===== config.mk =====
export PLATFORM = sky130hd
export DESIGN_NAME = forwarding_scoreboard
export DESIGN_NICKNAME = d
export VERILOG_FILES = /design/src/rtl/forwarding_scoreboard_pkg.sv /design/src/rtl/forwarding_scoreboard_fwd_port_select.sv /design/src/rtl/forwarding_scoreboard.sv
export SDC_FILE = /design/constraint.sdc
export NUM_CORES = 1
export LEC_CHECK = 0
export BUFFER_PORTS_ARGS = -buffer_cell sky130_fd_sc_hd__clkbuf_2
export CAP_MARGIN = 10
export CORE_MARGIN = 2
export CORE_UTILIZATION = 53
export CTS_CLUSTER_DIAMETER = 100
export DETAILED_ROUTE_END_ITERATION = 16
export GPL_TIMING_DRIVEN = 0
export PLACE_DENSITY = 0.85
export SYNTH_ARGS = -nofsm -noshare
export SYNTH_HDL_FRONTEND = slang
export SYNTH_SLANG_ARGS = --single-unit

===== constraint.sdc =====
create_clock -name CLK -period 3.25 [get_ports CLK]
set_input_delay 0.4875 -clock CLK [delete_from_list [all_inputs] [get_ports CLK]]
set_output_delay 0.4875 -clock CLK [all_outputs]
set_load 0.01 [all_outputs]

===== src/rtl/forwarding_scoreboard_pkg.sv =====
// Shared types for the EX-stage bypass/hazard unit: tracker slot record,
// register bit-vector and a one-hot helper that keeps r0 permanently clear.
package forwarding_scoreboard_pkg;

    localparam int unsigned CPU_REGS  = 32;
    localparam int unsigned CPU_REG_W = $clog2(CPU_REGS);

    typedef logic [CPU_REGS-1:0]  regbits_t;
    typedef logic [CPU_REG_W-1:0] reg_idx_t;

    // One in-flight writer tracked per pipeline slot
    typedef struct packed {
        logic     valid;
        logic     wen;
        logic     late;
        reg_idx_t dst;
    } fwd_slot_t;

    // One-hot register mask; r0 maps to an empty mask so it can never be marked pending
    function automatic regbits_t reg_bit(input reg_idx_t idx);
        regbits_t b;
        b = '0;
        if (idx != '0) begin
            b[idx] = 1'b1;
        end
        return b;
    endfunction

endpackage


===== src/rtl/forwarding_scoreboard_fwd_port_select.sv =====
// Per-read-port bypass selector: finds the youngest valid writer of the source
// register among slots 1..STAGES-1 and flags a load-use hazard when that writer's
// result is produced too late to forward.
module fwd_port_select
    import forwarding_scoreboard_pkg::*;
#(
    parameter int unsigned DATA_W     = 32,
    parameter int unsigned STAGES     = 3,
    parameter int unsigned LOAD_STAGE = 1
) (
    // Element i describes tracker slot i+1 (slot0 is the consumer itself)
    input  fwd_slot_t [STAGES-2:0]        slots,
    input  logic [(STAGES-1)*DATA_W-1:0]  stage_data,
    input  reg_idx_t                      src_addr,
    input  logic                          src_used,
    output logic                          fwd_en,
    output logic [DATA_W-1:0]             fwd_data,
    output logic                          load_use
);

    logic hit;

    // Priority scan from the youngest slot; the first match owns the operand
    always_comb begin
        hit      = 1'b0;
        fwd_en   = 1'b0;
        fwd_data = '0;
        load_use = 1'b0;
        if (src_used && (src_addr != '0)) begin
            for (int unsigned i = 0; i < STAGES - 1; i++) begin
                if (!hit && slots[i].valid && slots[i].wen && (slots[i].dst == src_addr)) begin
                    hit      = 1'b1;
                    fwd_en   = 1'b1;
                    fwd_data = stage_data[i*DATA_W +: DATA_W];
                    load_use = slots[i].late && ((i + 1) <= LOAD_STAGE);
                end
            end
        end
    end

endmodule


===== src/rtl/forwarding_scoreboard.sv =====
// Operand-bypass and hazard unit beside EX: a shift-register tracker of in-flight
// writers (slot0=EX onward) plus a pending-bit scoreboard for the multiplier.
// REGS must match CPU_REGS from the package since slot and scoreboard types use it.
module forwarding_scoreboard
    import forwarding_scoreboard_pkg::*;
#(
    parameter int unsigned DATA_W     = 32,
    parameter int unsigned REGS       = CPU_REGS,
    parameter int unsigned STAGES     = 3,
    parameter int unsigned READ_PORTS = 2,
    parameter int unsigned LOAD_STAGE = 1,
    localparam int unsigned REG_W     = $clog2(REGS)
) (
    input  logic                         CLK,
    input  logic                         nRST,
    input  logic                         issue_valid,
    input  logic                         issue_wen,
    input  logic                         issue_late,
    input  logic [REG_W-1:0]             issue_dst,
    input  logic                         advance,
    input  logic                         bubble,
    input  logic                         flush,
    input  logic [STAGES*DATA_W-1:0]     stage_data,
    input  logic [READ_PORTS*REG_W-1:0]  src_addr,
    input  logic [READ_PORTS-1:0]        src_used,
    input  logic                         mul_issue,
    input  logic [REG_W-1:0]             mul_dst,
    input  logic                         mul_done,
    output logic [READ_PORTS-1:0]        fwd_en,
    output logic [READ_PORTS*DATA_W-1:0] fwd_data,
    output logic                         hazard_stall,
    output logic                         mul_busy
);

    fwd_slot_t [STAGES-1:0] slot_q, slot_d;
    fwd_slot_t              issue_slot;
    regbits_t               pending_q, pending_d, pending_eff;
    reg_idx_t               mul_dst_q;
    logic [READ_PORTS-1:0]  load_use;
    logic                   raw_stall;
    logic                   waw_stall;

    // The EX instruction's own result never feeds itself; slot0 data is unused
    logic unused_slot0_data;
    assign unused_slot0_data = ^stage_data[DATA_W-1:0];

    assign issue_slot = '{valid: issue_valid, wen: issue_wen, late: issue_late, dst: issue_dst};

    // Tracker next state, priority flush > advance > bubble > hold
    always_comb begin
        slot_d = slot_q;
        if (flush) begin
            slot_d[0] = '0;
            if (advance) begin
                for (int unsigned s = 2; s < STAGES; s++) begin
                    slot_d[s] = slot_q[s-1];
                end
                // The squashed EX instruction must not reach MEM as a live writer
                slot_d[1] = '0;
            end
        end else if (advance) begin
            for (int unsigned s = 1; s < STAGES; s++) begin
                slot_d[s] = slot_q[s-1];
            end
            slot_d[0] = issue_slot;
        end else if (bubble) begin
            for (int unsigned s = 2; s < STAGES; s++) begin
                slot_d[s] = slot_q[s-1];
            end
            slot_d[1] = '0;
        end
    end

    // Scoreboard: completion clears the latched destination, a new launch sets (set wins)
    always_comb begin
        pending_eff = pending_q;
        if (mul_done) begin
            pending_eff = pending_q & ~reg_bit(mul_dst_q);
        end
        pending_d = pending_eff;
        if (mul_issue) begin
            pending_d = pending_eff | reg_bit(mul_dst);
        end
    end

    // Tracker, scoreboard and outstanding multiplier destination
    always_ff @(posedge CLK or negedge nRST) begin
        if (!nRST) begin
            slot_q    <= '0;
            pending_q <= '0;
            mul_dst_q <= '0;
        end else begin
            slot_q    <= slot_d;
            pending_q <= pending_d;
            if (mul_issue) begin
                mul_dst_q <= mul_dst;
            end
        end
    end

    for (genvar p = 0; p < READ_PORTS; p++) begin : g_port
        fwd_port_select #(
            .DATA_W     (DATA_W),
            .STAGES     (STAGES),
            .LOAD_STAGE (LOAD_STAGE)
        ) u_sel (
            .slots      (slot_q[STAGES-1:1]),
            .stage_data (stage_data[STAGES*DATA_W-1:DATA_W]),
            .src_addr   (src_addr[p*REG_W +: REG_W]),
            .src_used   (src_used[p]),
            .fwd_en     (fwd_en[p]),
            .fwd_data   (fwd_data[p*DATA_W +: DATA_W]),
            .load_use   (load_use[p])
        );
    end

    // RAW on a pending multiplier result; the completing register is already visible
    always_comb begin
        raw_stall = 1'b0;
        for (int unsigned p = 0; p < READ_PORTS; p++) begin
            if (src_used[p] && pending_eff[src_addr[p*REG_W +: REG_W]]) begin
                raw_stall = 1'b1;
            end
        end
    end

    // WAW: a new writer must not overtake an outstanding multiplier write
    assign waw_stall = issue_valid && issue_wen && pending_eff[issue_dst];

    assign hazard_stall = raw_stall || waw_stall || (|load_use);
    assign mul_busy     = |pending_eff;

endmodule

=== Yosys cells after proc, flatten, opt, wreduce, memory -nomap -nowiden ===
Index checks and enable logic that the tools add are counted.

* Flip-flop bits (word level): 60
* Input bits: 128
* Output and inout port bits: 68

* Magnitude comparators: 7
* Equality and inequality tests: 5
* Multiplexer cells: 43
* Bitwise gates (word level): 3
* Reduce and logical (&&, ||, !) cells: 30

{| class="wikitable"
|+ Operator list
! kind !! count
|-
| 32-bit 2-to-1 mux || 12
|-
| 16-bit 2-to-1 mux || 3
|-
| 32-bit AND || 1
|-
| 32-bit NOT || 1
|-
| 32-bit OR || 1
|-
| 32-bit OR reduction || 1
|-
| 5-bit by 6-bit less-than comparator with 1-bit output (second input constant) || 5
|-
| 24-bit 2-to-1 mux || 1
|-
| 1-bit 2-to-1 mux || 21
|-
| 5-bit equality test || 4
|-
| 5-bit nonzero test || 4
|-
| 1-bit logical AND || 17
|-
| 1-bit binary-select mux with 5-bit select || 3
|-
| 1-bit demux with 5-bit select || 2
|-
| 5-bit by 1-bit greater-or-equal comparator with 1-bit output (second input constant) || 2
|-
| 8-bit 2-to-1 mux || 1
|-
| 2-bit nonzero test || 2
|-
| 1-bit logical NOT || 2
|-
| 1-bit logical OR || 2
|-
| 2-bit != test (second input constant) || 1
|-
| 2-bit AND reduction || 1
|-
| 2-bit OR reduction || 1
|}

=== Longest topological paths before layout ===
* Depth in word-level cells: 16
* Gate-level depth with buffers: 9

=== Hierarchy ===
A second synthesis with hierarchy kept.

* Cells, all modules: 627
* Area total of the unflattened synthesis: 5477.8 um^2

{| class="wikitable"
|+ Modules (own cells, without submodules)
! module !! times used !! cells each !! area each (um^2)
|-
| forwarding_scoreboard || 1 || 337 || 3480.8
|-
| fwd_port_select || 2 || 145 || 998.5
|}

=== Least setup slack after synthesis ===
OpenSTA, ideal clock, no wires.

* Kind: input-to-output
* From: input port src_addr[7]
* To: output port fwd_data[32]
* Arrival time: 2.012 ns
* Required time: 2.762 ns
* Slack: 0.751 ns
* Stages on the path: 8
* Path buffers: 2
* Cells stage by stage: clkbuf_1 xor2_1 nor4_1 nand4_1 nor2_1 clkbuf_1 a22oi_1 nor2_1

* Word-level cells in the longest chain between the ends: 10
* Elaborated cells on any way between the ends: 14
* Classes of those cells: 2 x eq/ne; 5 x mux; 7 x reduce/logical

{| class="wikitable"
|+ Ends and longest elaborated chain
! item !! RTL line !! text
|-
| from (decl) || forwarding_scoreboard.sv:24 || <nowiki>input logic [READ_PORTS*REG_W-1:0] src_addr,</nowiki>
|-
| 5-bit equality test || forwarding_scoreboard_fwd_port_select.sv:31 || <nowiki>if (!hit && slots[i].valid && slots[i].wen && (slots[i].dst == src_addr)) begin</nowiki>
|-
| 1-bit logical AND || forwarding_scoreboard_fwd_port_select.sv:31 ||
|-
| 1-bit 2-to-1 mux || forwarding_scoreboard_fwd_port_select.sv:31 ||
|-
| 1-bit 2-to-1 mux || forwarding_scoreboard_fwd_port_select.sv:29 || <nowiki>if (src_used && (src_addr != '0)) begin</nowiki>
|-
| 1-bit logical NOT || forwarding_scoreboard_fwd_port_select.sv:31 ||
|-
| 1-bit logical AND (3 in a row) || forwarding_scoreboard_fwd_port_select.sv:31 ||
|-
| 32-bit 2-to-1 mux || forwarding_scoreboard_fwd_port_select.sv:31 ||
|-
| 32-bit 2-to-1 mux (*) || forwarding_scoreboard_fwd_port_select.sv:29 ||
|-
| to (decl) || forwarding_scoreboard.sv:30 || <nowiki>output logic [READ_PORTS*DATA_W-1:0] fwd_data,</nowiki>
|}

Mark *: on every way between the ends. The rest lies on a longest branch, timed or not. The select of a mux whose other input is x is not followed.

=== Final worst setup path ===
* From: register mul_dst_q[1]
* To: output port hazard_stall

* Word-level cells in the longest chain between the ends: 16
* Elaborated cells on any way between the ends: 24
* Classes of those cells: 2 x order compare; 13 x mux; 2 x bitwise; 7 x reduce/logical

{| class="wikitable"
|+ Ends and longest elaborated chain
! item !! RTL line !! text
|-
| from (decl) || forwarding_scoreboard.sv:38 || <nowiki>reg_idx_t mul_dst_q;</nowiki>
|-
| from (signal assigned) || forwarding_scoreboard.sv:96 || <nowiki>mul_dst_q <= mul_dst;</nowiki>
|-
| 5-bit by 6-bit less-than comparator with 1-bit output (not written as such) or 5-bit by 1-bit greater-or-equal comparator with 1-bit output (tied branches) || forwarding_scoreboard_pkg.sv:24 || <nowiki>b[idx] = 1'b1;</nowiki>
|-
| 1-bit logical AND (not written as such) || forwarding_scoreboard_pkg.sv:24 ||
|-
| 1-bit 2-to-1 mux (not written as such) || forwarding_scoreboard_pkg.sv:24 ||
|-
| 1-bit demux with 5-bit select || forwarding_scoreboard_pkg.sv:24 ||
|-
| 32-bit 2-to-1 mux (*) || forwarding_scoreboard_pkg.sv:23 || <nowiki>if (idx != '0) begin</nowiki>
|-
| 32-bit 2-to-1 mux (*) || forwarding_scoreboard.sv:77 || <nowiki>if (mul_done) begin</nowiki>
|-
| 32-bit NOT (*) || forwarding_scoreboard.sv:78 || <nowiki>pending_eff = pending_q & ~reg_bit(mul_dst_q);</nowiki>
|-
| 32-bit AND (*) || forwarding_scoreboard.sv:78 ||
|-
| 32-bit 2-to-1 mux (*) || forwarding_scoreboard.sv:77 ||
|-
| 1-bit binary-select mux with 5-bit select || forwarding_scoreboard.sv:121 || <nowiki>if (src_used[p] && pending_eff[src_addr[p*REG_W +: REG_W]]) begin</nowiki>
|-
| 1-bit 2-to-1 mux (not written as such) || forwarding_scoreboard.sv:121 ||
|-
| 1-bit logical AND || forwarding_scoreboard.sv:121 ||
|-
| 1-bit 2-to-1 mux (2 in a row) || forwarding_scoreboard.sv:121 ||
|-
| 1-bit logical OR (*) (2 in a row) || forwarding_scoreboard.sv:130 || <nowiki>assign hazard_stall = raw_stall || waw_stall || (|load_use);</nowiki>
|-
| to (decl) || forwarding_scoreboard.sv:31 || <nowiki>output logic hazard_stall,</nowiki>
|}

Marked as above.

==> summary.txt <==
Status
  • Status: complete, no violations

CTS
  • Post-CTS Hold Buffers: 0
  • Clock sink count: 60
  • Worst-path clk slew: ~0.07 ns
  • Root Driver: clkbuf_8
  • Worst-Skew Late Latency: between 0.3 and 0.4 ns
  • Num CTS Buffers: 9
  • TritonCTS clock tree: yes
  • H-tree Lvls: 3
  • Clk buf depth: 2

Worst setup path
  • Worst-path fanout max: 10
  • Worst endpoint required time: ~2.8 ns
  • Startpoint types: flip-flop
  • Worst r2r path cells: 3
  • Reg-to-reg startpoint: mul_dst_q[2]
  • Crit path kind: flip-flop to output pin
  • Crit. Startpoint: mul_dst_q[1]
  • Data arrival, critical path: ~2.7 ns
  • Critical path endpoint category: output pin

GRT
  • Initial antenna violation count: 2
  • Pin count of the biggest net entering global routing: 38
  • GR peak layer: met2
  • First-pass GRT wire length: roughly 27000 um
  • GRT Util Overall: a little over a third
  • Met2 Track Usage GR: 57.9%
  • Via count of the first global-routing pass: 5183
  • Grt total ovfl: 0
  • Grt met3 use: roughly 5.8%
  • Met1 usage: ~45%

Pwr
  • Sequential Power Share: between 30% and 40%
  • VDD IR max: about 510 uV
  • Int Power: ~1.6 mW
  • Clk pwr share: between 20% and 30%
  • Combinational share of power: about a third
  • Net Sw Frac: ~37%
  • Power Density: 428 nW/um^2
  • P_sw: 949 uW
  • P_leak: 2.62 nW

Route
  • WL per Instance: between 20 and 25 um
  • Routed via count: around 5400
  • DRT Pass-1 Iters: 5
  • Vias per cell: roughly 6.6
  • Detailed Route WL: approximately 17000 um
  • Antenna Violating Nets Remaining: 0
  • DRC: 0
  • Initial DRC Count: just under 600

Final layout
  • Fill cells: a little over 700
  • Most frequent cells in the layout: clkbuf_2 (157), nor2_1 (86), a22oi_1 (66)
  • Area grow syn2layout: 28.0%
  • Layout Utilization: between 60 and 70%
  • Final Cell Area: slightly below 6000 um^2
  • Multi-input combinational cell area: between 3000 and 4000 um^2
  • Register area: around 1500 um^2
  • Most common cell after layout, fill and taps aside: clkbuf_2
  • Nets@finish: 833
  • Fraction of layout cells with a size suffix above 1: roughly a third

STA
  • Setup_tns: 0 ns
  • Final period util: ~98%
  • Worst Max-Slew Pin Slew: about 0.75 ns
  • WHS: roughly 0.14 ns
  • Worst slew margin: between 40% and 50%
  • Unrepaired setup endpoints after global routing: yes
  • Fmax: ~310 MHz
  • Final worst slack: about 0.066 ns
  • Clock Skew: 0.00672 ns
  • Crit path time final: ~3.2 ns
  • Max-slew violation count: 0
  • Final setup violation count: 0
  • Final Hold Vio Count: 0

Synth
  • Mapped Area: 4620 um^2
  • Synth cell types: 57
  • Synth top area share: approximately 32%
  • Mean post-synth cell area: roughly 8.5 um^2
  • Flops & latches, synth: 60
  • Post-synth top area cell: dfrtp_1
  • Syn Nets: about 670
  • Most area-consuming cells after synthesis: dfrtp_1 (32%), a22oi_1 (11%), mux2i_1 (7.8%)
  • Ys async rst share: 100%
  • Post-synthesis sequential area ratio: between 30% and 40%
  • Top_reg_cell synth: dfrtp_1
  • Gate Count Post-Synth: between 500 and 600
  • EDFF count, synth: 0
  • Synth warnings: 0

Die
  • Core area: 8590 um^2
  • Die area: about 9500 um^2
  • IO Pins: around 200
  • DIE HEIGHT: between 90 and 100 um
  • Initial Utilization: about 54%
  • Row cnt: 34
  • Die W: 97.4 um

Min path
  • Hold Path Class: input port to async pin

Place
  • GP Congestion: about 1.0
  • Area after DPL: 5520 um^2
  • Setup WS pre-CTS: 0.0559 ns
  • HPWL after DPL: 12900 um
  • I/O Buffers: between 100 and 150

Flow run
  • Max Cap Viol: 0
## power by group through the flow
stage / registers (mW) / clock network [mW] / logic [mW]
floorplan: 0.925 / 0 / 0.494
global placement: 0.935 / 0 / 0.745
detailed placement: 0.945 / 0 / 0.776
CTS: 0.934 / 0.687 / 0.787
global route: 0.974 / 0.718 / 0.935
finish: 0.963 / 0.691 / 0.880
## routing by layer
layer | up-vias | part of all wire, %
met2 | 378 | 49
met4 | 0 | 3.7
met5 | - | 0
met1 | 2606 | 38
met3 | 64 | 9.6
li1 | 2372 | -
## worst max-delay path, cell delays in order, from the launching register on
cell       delay, ns
dfrtp_1         0.32
buf_2           0.25
nand3b_1        0.22
buf_4           0.19
o21ai_1         0.16
mux4_2          0.49
nand2b_1        0.16
o2111ai_1       0.15
nand4_1         0.12
nand4_1         0.14
clkbuf_2        0.15
## final timing paths
path	to	slack, ns
min reg2reg	slot_q[8]	0.50
min	mul_dst_q[3]	0.14
max	hazard_stall	0.07
min in group CLK	slot_q[5]	0.39
max in group asynchronous	slot_q[19]	2.49
max reg2reg	pending_q[10]	1.47
## Yosys cell counts, types with 3 or more instances
cell and number:
nor2_1 86, a22oi_1 66, o21ai_0 63, dfrtp_1 60, mux2i_1 36, clkbuf_1 32, nand4_1 16, nand2_1 13
mux2_2 12, a21oi_1 10, nand3b_1 10, xnor2_1 10, xor2_1 10, a22o_1 8, nor2b_1 7, nand2b_1 6
nand3_1 6, o21ai_1 6, buf_1 5, buf_2 5, inv_1 5, mux4_2 5, nor4_1 5, o22ai_1 5
and3_1 4, buf_4 4, nor3b_1 4, or3_1 3, or3b_2 3
## cells by family (layout without fill, tap and decap cells)
family | after synthesis | in the layout | share of synthesized area (%)
buf+inv | 57 | 223 | 5.28
compound gates | 179 | 179 | 25.9
flops | 60 | 60 | 32.5
mux | 53 | 53 | 13.2
xor+xnor | 20 | 20 | 3.79
simple gates | 175 | 175 | 19.4
other cells | 0 | 2 | 0
## layout make-up
class,count,area share [%]
buffer,47,3.70
sequential,60,25.4
clock inverter,6,1.08
clock buffer,10,2.33
antenna,2,0.0846
inverter,9,0.571
timing repair buffer,151,13.1
multi-input combinational,427,51.5
tap,108,2.28
## per-stage QoR
step | instances | power, mW
2_1_floorplan | 544 | 1.42
3_3_place_gp | 800 | 1.68
3_5_place_dp | 801 | 1.72
4_1_cts | 817 | 2.41
5_1_grt | 820 | 2.63
6_report | 820 | 2.53
## repair_timing
| action | in CTS | in global routing |
|---|---|---|
| pin swaps | 0 | 5 |
| gates resized for setup | 14 | 57 |
| endpoints found under the setup margin | 1 | 62 |
| buffers inserted | 0 | 2 |
## flip-flops by register name (all words and copies together), names as in the netlist
register,count
slot_q,23
pending_q,32
mul_dst_q,5
No activity file was read; power rests on OpenSTA's default activity.
